### config.mk
export PLATFORM = sky130hd
export DESIGN_NAME = ibuff_queue_flat
export DESIGN_NICKNAME = d
export VERILOG_FILES = /design/src/rtl/ibuff_queue_if.sv /design/src/rtl/ibuff_queue.sv /design/src/flat_wrapper.sv
export SDC_FILE = /design/constraint.sdc
export NUM_CORES = 1
export LEC_CHECK = 0
export BUFFER_PORTS_ARGS = -buffer_cell sky130_fd_sc_hd__buf_2
export CAP_MARGIN = 10
export CORE_MARGIN = 3
export CORE_UTILIZATION = 55
export DETAILED_ROUTE_END_ITERATION = 8
export GPL_ROUTABILITY_DRIVEN = 0
export PLACE_DENSITY = 0.74
export REMOVE_ABC_BUFFERS = 1
export SETUP_SLACK_MARGIN = 0.2
export SYNTH_ARGS = -nofsm -noshare
export SYNTH_HDL_FRONTEND = slang
export SYNTH_SLANG_ARGS = --single-unit
### constraint.sdc
create_clock -name clk -period 7.6 [get_ports clk]
set_input_delay 1.52 -clock clk [delete_from_list [all_inputs] [get_ports clk]]
set_output_delay 1.52 -clock clk [all_outputs]
set_load 0.02 [all_outputs]
### src/rtl/ibuff_queue_if.sv
// ============================================================================
// Module  : ibuff_queue_if
// Brief   : Fetch-side and D1-side handshake bundle for the instruction buffer.
// Rev     : 1.0  initial release
// ============================================================================
`default_nettype none

interface ibuff_queue_if #(
  parameter int XLEN  = 32,
  parameter int DEPTH = 8
);
  localparam int C_CNT_W = $clog2(DEPTH) + 1;

  logic               fetch_valid;
  logic [XLEN-1:0]    fetch_instr;
  logic [XLEN-1:0]    fetch_pc;
  logic               fetch_exception;
  logic               fetch_ready;
  logic               ibuff_valid;
  logic               d1_ready;
  logic [XLEN-1:0]    IBuff_out;
  logic [XLEN-1:0]    pc_out;
  logic               exception_out;
  logic               resteer;
  logic [C_CNT_W-1:0] count;

  modport master (
    output fetch_valid, fetch_instr, fetch_pc, fetch_exception,
    output d1_ready, resteer,
    input  fetch_ready, ibuff_valid, IBuff_out, pc_out, exception_out, count
  );

  modport slave (
    input  fetch_valid, fetch_instr, fetch_pc, fetch_exception,
    input  d1_ready, resteer,
    output fetch_ready, ibuff_valid, IBuff_out, pc_out, exception_out, count
  );
endinterface

`default_nettype wire

### src/rtl/ibuff_queue.sv
// ============================================================================
// Module  : ibuff_queue
// Brief   : Circular instruction buffer between fetch and D1 decode.
//           Optional same-cycle bypass when empty: define IBUFF_BYPASS_EN.
// Rev     : 1.0  initial release
// ============================================================================
`default_nettype none

module ibuff_queue #(
  parameter int              XLEN  = 32,
  parameter int              DEPTH = 8,
  parameter logic [XLEN-1:0] NOP   = XLEN'(32'h0000_0013)
) (
  input  wire logic     clk,
  input  wire logic     rst,
  ibuff_queue_if.slave  bus
);
  localparam int                 C_PTR_W     = $clog2(DEPTH);
  localparam int                 C_CNT_W     = C_PTR_W + 1;
  localparam logic [C_CNT_W-1:0] C_DEPTH_CNT = C_CNT_W'(DEPTH);

  logic [XLEN-1:0]    r_instr_mem [DEPTH];
  logic [XLEN-1:0]    r_pc_mem    [DEPTH];
  logic [DEPTH-1:0]   r_exc_mem;
  logic [C_PTR_W-1:0] r_rd_ptr;
  logic [C_PTR_W-1:0] r_wr_ptr;
  logic [C_CNT_W-1:0] r_count;

  logic w_empty;
  logic w_full;
  logic w_push_ok;
  logic w_bypass;
  logic w_valid;
  logic w_pop;
  logic w_write;

  assign w_empty   = (r_count == '0);
  assign w_full    = (r_count == C_DEPTH_CNT);
  assign w_push_ok = bus.fetch_valid & ~w_full & ~bus.resteer;

`ifdef IBUFF_BYPASS_EN
  assign w_bypass  = w_empty & bus.fetch_valid & ~bus.resteer;
`else
  assign w_bypass  = 1'b0;
`endif

  assign w_valid = (~w_empty | w_bypass) & ~bus.resteer & ~rst;
  // Only a stored head advances rd_ptr; a bypassed entry never occupied a slot.
  assign w_pop   = w_valid & bus.d1_ready & ~w_empty;
  assign w_write = w_push_ok & ~(w_bypass & bus.d1_ready);

  assign bus.fetch_ready = ~w_full;
  assign bus.ibuff_valid = w_valid;
  assign bus.count       = r_count;

  always_comb begin
    bus.IBuff_out     = NOP;
    bus.pc_out        = '0;
    bus.exception_out = 1'b0;
    if (w_valid) begin
      if (w_empty) begin
        bus.IBuff_out     = bus.fetch_instr;
        bus.pc_out        = bus.fetch_pc;
        bus.exception_out = bus.fetch_exception;
      end else begin
        bus.IBuff_out     = r_instr_mem[r_rd_ptr];
        bus.pc_out        = r_pc_mem[r_rd_ptr];
        bus.exception_out = r_exc_mem[r_rd_ptr];
      end
    end
  end

  always_ff @(posedge clk) begin
    if (w_write) begin
      r_instr_mem[r_wr_ptr] <= bus.fetch_instr;
      r_pc_mem[r_wr_ptr]    <= bus.fetch_pc;
      r_exc_mem[r_wr_ptr]   <= bus.fetch_exception;
    end
  end

  always_ff @(posedge clk or posedge rst) begin
    if (rst) begin
      r_rd_ptr <= '0;
      r_wr_ptr <= '0;
      r_count  <= '0;
    end else if (bus.resteer) begin
      r_rd_ptr <= '0;
      r_wr_ptr <= '0;
      r_count  <= '0;
    end else begin
      if (w_write) r_wr_ptr <= r_wr_ptr + C_PTR_W'(1);
      if (w_pop)   r_rd_ptr <= r_rd_ptr + C_PTR_W'(1);
      case ({w_write, w_pop})
        2'b10:   r_count <= r_count + C_CNT_W'(1);
        2'b01:   r_count <= r_count - C_CNT_W'(1);
        default: r_count <= r_count;
      endcase
    end
  end
endmodule

`default_nettype wire

### src/flat_wrapper.sv
// flat-port wrapper written by rule: the top's interface ports become plain ports
module ibuff_queue_flat 
#(
  parameter int              XLEN  = 32,
  parameter int              DEPTH = 8,
  parameter logic [XLEN-1:0] NOP   = XLEN'(32'h0000_0013)
)
  (clk, rst, bus_fetch_valid, bus_fetch_instr, bus_fetch_pc, bus_fetch_exception, bus_d1_ready, bus_resteer, bus_fetch_ready, bus_ibuff_valid, bus_IBuff_out, bus_pc_out, bus_exception_out, bus_count);
  ibuff_queue_if #(.XLEN(XLEN), .DEPTH(DEPTH)) bus_i ();
  input  wire logic clk;
  input  wire logic rst;
  input wire logic [$bits(bus_i.fetch_valid)-1:0] bus_fetch_valid;
  input wire logic [$bits(bus_i.fetch_instr)-1:0] bus_fetch_instr;
  input wire logic [$bits(bus_i.fetch_pc)-1:0] bus_fetch_pc;
  input wire logic [$bits(bus_i.fetch_exception)-1:0] bus_fetch_exception;
  input wire logic [$bits(bus_i.d1_ready)-1:0] bus_d1_ready;
  input wire logic [$bits(bus_i.resteer)-1:0] bus_resteer;
  output wire logic [$bits(bus_i.fetch_ready)-1:0] bus_fetch_ready;
  output wire logic [$bits(bus_i.ibuff_valid)-1:0] bus_ibuff_valid;
  output wire logic [$bits(bus_i.IBuff_out)-1:0] bus_IBuff_out;
  output wire logic [$bits(bus_i.pc_out)-1:0] bus_pc_out;
  output wire logic [$bits(bus_i.exception_out)-1:0] bus_exception_out;
  output wire logic [$bits(bus_i.count)-1:0] bus_count;
  assign bus_i.fetch_valid = bus_fetch_valid;
  assign bus_i.fetch_instr = bus_fetch_instr;
  assign bus_i.fetch_pc = bus_fetch_pc;
  assign bus_i.fetch_exception = bus_fetch_exception;
  assign bus_i.d1_ready = bus_d1_ready;
  assign bus_i.resteer = bus_resteer;
  assign bus_fetch_ready = bus_i.fetch_ready;
  assign bus_ibuff_valid = bus_i.ibuff_valid;
  assign bus_IBuff_out = bus_i.IBuff_out;
  assign bus_pc_out = bus_i.pc_out;
  assign bus_exception_out = bus_i.exception_out;
  assign bus_count = bus_i.count;
  ibuff_queue #(.XLEN(XLEN), .DEPTH(DEPTH), .NOP(NOP)) u_core (.clk(clk), .rst(rst), .bus(bus_i));
endmodule
Yosys cells after proc, flatten, opt, wreduce, memory -nomap -nowiden
Memories as Yosys holds them, arrays and structs flattened.
Cells that the tools add are included.
{"block": "op_classes", "add_sub_neg": 4, "n_mul": 0, "div_mod_pow": 0, "order_cmp": 3, "eq_ne": 3, "shifts": 0, "n_mux": 19, "n_bitwise": 10, "reduce_logical": 5}
{"operator": "$mux W32", "n": 4}
{"operator": "$mux W3", "n": 4}
{"operator": "$bwmux W8", "n": 1}
{"operator": "$lt A3 B4 Y1 const B", "n": 2}
{"operator": "$pmux W4 S2", "n": 1}
{"operator": "$add A3 B1 Y3 const B", "n": 2}
{"operator": "$and A1 B1 Y1", "n": 6}
{"operator": "$mux W1", "n": 6}
{"operator": "$add A4 B1 Y4 const B", "n": 1}
{"operator": "$eq A4 B4 Y1 const B", "n": 1}
{"operator": "$logic_not A4 Y1", "n": 1}
{"operator": "$mux W4", "n": 1}
{"operator": "$not A1 Y1", "n": 4}
{"operator": "$reduce_bool A2 Y1", "n": 2}
{"operator": "$sub A4 B1 Y4 const B", "n": 1}
{"operator": "$bmux W1 S3", "n": 1}
{"operator": "$demux W1 S3", "n": 1}
{"operator": "$ge A3 B1 Y1 const B", "n": 1}
{"operator": "$reduce_bool A3 Y1", "n": 1}
{"operator": "$eq A2 B1 Y1 const B", "n": 1}
{"operator": "$eq A2 B2 Y1 const B", "n": 1}
{"operator": "$logic_and A1 B1 Y1", "n": 1}
{"block": "totals", "ff_bits": 18, "latch_bits": 0, "ramBits": 512, "mem_bits_ro": 0, "input_bits": 70, "output_inout_bits": 71, "elab_cells": 50, "n_memories": 2}
{"name": "u_core.r_instr_mem", "words": 8, "width": 32, "read_ports": 1, "rd_clocked_by_memory_dff": 0, "wr": 1, "line": "ibuff_queue.sv:22", "text": "logic [XLEN-1:0] r_instr_mem [DEPTH];"}
{"name": "u_core.r_pc_mem", "words": 8, "width": 32, "read_ports": 1, "rd_clocked_by_memory_dff": 0, "wr": 1, "line": "ibuff_queue.sv:23", "text": "logic [XLEN-1:0] r_pc_mem [DEPTH];"}

Longest topological paths before layout
{"block": "logic_depth", "depth_word": 9, "ltp_mapped": 11, "depth_no_buf": 9}

Worst setup path after synthesis
OpenSTA, ideal clock, no wires.
{"block": "synth_timing", "kind": "input to register", "from": "input port bus_fetch_valid", "to": "register u_core.r_exc_mem[0], enable pin", "setup_time_ps": 568, "arrival_time_ps": 6607, "required_ps": 7032, "slack_ps": 425, "stages": 4, "path_buffers": 1, "path_cell_list": "clkbuf_2 -> nand2_1 -> or3_1 -> nor3_1"}
{"block": "synth_between", "elab_chain_cells": 2}
{"element": "from (decl)", "line": "flat_wrapper.sv:12", "text": "input wire logic [$bits(bus_i.fetch_valid)-1:0] bus_fetch_valid;"}
{"element": "$and A1 B1 Y1 (2 in a row)", "line": "ibuff_queue.sv:39", "text": "assign w_push_ok = bus.fetch_valid & ~w_full & ~bus.resteer;"}
{"element": "to (signal, indexed assignment)", "line": "ibuff_queue.sv:77", "text": "r_exc_mem[r_wr_ptr] <= bus.fetch_exception;"}
{"element": "to (decl)", "line": "ibuff_queue.sv:24", "text": "logic [DEPTH-1:0] r_exc_mem;"}
Every way passes these cells.
A chain may end at the register's enable or synchronous reset.

Final worst setup path
{"block": "layout_timing", "from": "register u_core.r_rd_ptr[0]", "to": "output port bus_IBuff_out[8]"}
{"block": "layout_between", "elab_chain_cells": 3}
{"element": "from (decl)", "line": "ibuff_queue.sv:25", "text": "logic [C_PTR_W-1:0] r_rd_ptr;"}
{"element": "from (signal assigned)", "line": "ibuff_queue.sv:92", "text": "if (w_pop) r_rd_ptr <= r_rd_ptr + C_PTR_W'(1);"}
{"element": "$mem_v2 Z8 W32"}
{"element": "$mux W32", "line": "ibuff_queue.sv:61", "text": "if (w_empty) begin"}
{"element": "$mux W32", "line": "ibuff_queue.sv:60", "text": "if (w_valid) begin"}
{"element": "to (decl)", "line": "flat_wrapper.sv:20", "text": "output wire logic [$bits(bus_i.IBuff_out)-1:0] bus_IBuff_out;"}
Every way passes these cells.

==> flow_metrics.env <==
export IMPL_drc=0
export IMPL_yosys_warnings=0
export IMPL_stdcell_area_um2=23200
export IMPL_cts_tree="done"
export IMPL_boundaryPins=141
export IMPL_antenna_found_initial=6
export IMPL_clk_path_buf_depth=3
export IMPL_fin_setup_tns_ns=0
export IMPL_dp_slack_ns=2.707
export IMPL_crit_arrival_ns=3.44
export IMPL_muxShareOfSynthArea_pct=17.74
export IMPL_first_pass_iters=5
export IMPL_grt_max_degree=75
export IMPL_clkTransAtPathRegs_ns=0.06
export IMPL_start_util_pct=56.51
export IMPL_max_freq_mhz=201.8
export IMPL_crit_path_max_fanout=41
export IMPL_io_buffers=140
export IMPL_switchingPower_mw=1.203
export IMPL_first_iter_violations=606
export IMPL_fin_crit_ns=4.955
export IMPL_drt_wl_total_um=39180
export IMPL_netlist_instances=905
export IMPL_async_reset_ff_share_pct=1.887
export IMPL_ctsHtreeMaxLevel=2
export IMPL_coreArea_um2=36000
export IMPL_finalCritPeriodShare_pct=65.20
export IMPL_cts_buffers=52
export IMPL_via_per_inst=5.991
export IMPL_combPwrFrac_pct=4.7
export IMPL_swShare_pct=20.21
export IMPL_grt_pass1_vias=9865
export IMPL_finalPower_mw=5.954
export IMPL_power_density_nw_per_um2=256.6
export IMPL_synth_top_family_by_area="multiplexers"
export IMPL_criticalPathCategory="flip-flop to output pin"
export IMPL_vdd_drop_max_mv=0.1991
export IMPL_p_leak_nw=7.378
export IMPL_die_w_um=198.3
export IMPL_synth_fa_ha_area_share_pct=0.2952
export IMPL_maxSlewViolCount=0
export IMPL_yosys_area_share_simple_pct=2.238
export IMPL_synth_flop_cell="edfxtp_1"
export IMPL_syn_to_final_growth_pct=14.03
export IMPL_wire_per_inst_um=24.95
export IMPL_rsz0062_at_grt="no"
export IMPL_holdBufCountCts=0
export IMPL_synth_seq_cells=530
export IMPL_timing_hold_ws_ns=0.5984
export IMPL_synth_xor_area_share_pct=0.3013
export IMPL_clock_sinks=530
export IMPL_synth_avg_cell_area_um2=22.48
export IMPL_synth_compound_area_share_pct=0.3505
export IMPL_netlist_area_um2=20350
export IMPL_maxCapViolations=0
export IMPL_crit_path_end_kind="output pin"
export IMPL_required_ns=6.08
export IMPL_clock_power_share_pct=40.2
export IMPL_die_h_um=198.3
export IMPL_cts_setup_buffers=0
export IMPL_std_cell_rows=69
export IMPL_hold_violations=0
export IMPL_status="completed"
export IMPL_worstHoldPathType="flip-flop to flip-flop"
export IMPL_cp_start_kind="flip-flop"
export IMPL_relSlewSlack_pct=22.42
export IMPL_dp_hpwl_um=20500
export IMPL_setup_viol=0
export IMPL_worstSkewPairLatency_ns=0.56
export IMPL_finalWorstSetupSlack_ns=2.645
export IMPL_seq_area_frac_synth_pct=77.98
export IMPL_clockRootBuffer="clkbuf_16"
export IMPL_seq_power_share_pct=55.1
export IMPL_synth_edf_count=520
export IMPL_dpl_cell_area_um2=21610
export IMPL_tightest_slew_ns=1.164
export IMPL_globalRouteOverflowTotal=0
export IMPL_final_nets=1140
export IMPL_dieArea_um2=39340
export IMPL_grt_pass1_wl_um=59900
export IMPL_p_int_mw=4.750
export IMPL_postCtsResizedCells=0
export IMPL_skew_ns=0.01535
export IMPL_synth_area_top_cells="edfxtp_1 77%, mux4_2 14%, mux2i_1 3.3%, nor2_1 1.4%, dfrtp_1 1.2%"
export IMPL_grt_use_total_pct=20.43
export IMPL_synth_largest_area_cell="edfxtp_1"
export IMPL_synth_top_area_share_pct=76.75
export IMPL_drive_gt1_share_pct=33.73
export IMPL_ys_types=34
export IMPL_vias=9406
export IMPL_ant_nets=0
critical path: stages (launching register included):
cell,delay (ns)
dfrtp_4,0.99
buf_4,0.67
mux4_2,0.58
mux2i_1,0.31
nor2_1,0.07
buf_2,0.19
sequential cells by signal, summed over array words and instances (netlist names):
| name | flops |
|---|---|
| u_core.r_pc_mem | 256 |
| u_core.r_instr_mem | 256 |
| u_core.r_wr_ptr | 3 |
| u_core.r_rd_ptr | 3 |
| u_core.bus.count | 4 |
| u_core.r_exc_mem | 8 |
layout by cell type, fill, tap and decap left out, drive strengths merged, types with 2 or more instances in the layout:
cell      netlist  layout
buf            33     156
a21oi           6       6
clkinv          0      18
xnor2           3       3
xor2            4       4
ha              4       4
diode           0       3
clkinvlp        0       4
edfxtp        520     520
inv             2       2
nand2           8       8
nand3           2       2
or3             3       3
nand2b          3       3
clkbuf         16      69
nor2           78      78
dfrtp          10      10
mux4          130     130
nor3            3       3
and2            2       2
mux2i          68      68
bufinv          0       3
routing by layer:
metal | up-vias | global-route usage, % | wire length, um
li1 | 4082 | - | -
met1 | 4993 | 29.24 | 16630
met2 | 259 | 33.42 | 19400
met3 | 64 | 3.914 | 2343
met4 | 8 | 4.875 | 762
met5 | - | 0 | 34
synthesized netlist by cell type (all sizes together), types with 4 or more instances:
cell type / count
mux4: 130
xor2: 4
buf: 33
dfrtp: 10
a21oi: 6
nor2: 78
clkbuf: 16
mux2i: 68
nand2: 8
edfxtp: 520
ha: 4
power by group through the flow:
stage | sequential (mW) | combinational (mW) | clock [mW]
CTS | 3.28 | 0.287 | 2.44
finish | 3.28 | 0.281 | 2.39
detailed placement | 3.34 | 0.286 | 0
global placement | 3.34 | 0.279 | 0
floorplan | 3.36 | 0.168 | 0
global route | 3.28 | 0.309 | 2.56
metrics by stage:
step,util (%),cells
6_report,64.44,1570
5_1_grt,64.42,1567
4_1_cts,64.42,1567
3_5_place_dp,60.02,1473
3_3_place_gp,60.02,1473
2_1_floorplan,-,856
cell families (layout without fill, tap and decap cells):
| family | after synthesis | after routing |
|---|---|---|
| mux | 198 | 198 |
| simple gates | 105 | 105 |
| fa+ha+maj | 5 | 5 |
| other cells | 0 | 3 |
| compound gates | 9 | 9 |
| xor+xnor | 7 | 7 |
| flops | 530 | 530 |
| buf+inv | 51 | 252 |
layout make-up:
class / instances / area (um2)
inverters: 2 / 7.507
diodes: 3 / 7.507
multi-input cells: 324 / 4313
repair buffers: 156 / 833.3
clock buffers: 69 / 1386
clock inverters: 25 / 198.9
flip-flops and latches: 530 / 15880
fillers: 2385 / 12800
well taps: 461 / 576.8
worst paths after layout:
kind	end	depth (start not counted)	start	slack, ns
min in group asynchronous	u_core.bus.count[2]$_DFFE_PP0P_	2	rst	0.97
max reg2reg	u_core.r_instr_mem[6][24]$_DFFE_PP_	5	u_core.bus.count[0]$_DFFE_PP0P_	4.16
max in group asynchronous	u_core.r_rd_ptr[2]$_DFFE_PP0P_	2	rst	6.31
min reg2reg	u_core.r_wr_ptr[0]$_DFFE_PP0P_	2	u_core.r_wr_ptr[0]$_DFFE_PP0P_	0.60
max	bus_IBuff_out[8]	5	u_core.r_rd_ptr[0]$_DFFE_PP0P_	2.64
min	u_core.r_wr_ptr[0]$_DFFE_PP0P_	2	u_core.r_wr_ptr[0]$_DFFE_PP0P_	0.60
Note: power is estimated with default switching activity, not from simulation.
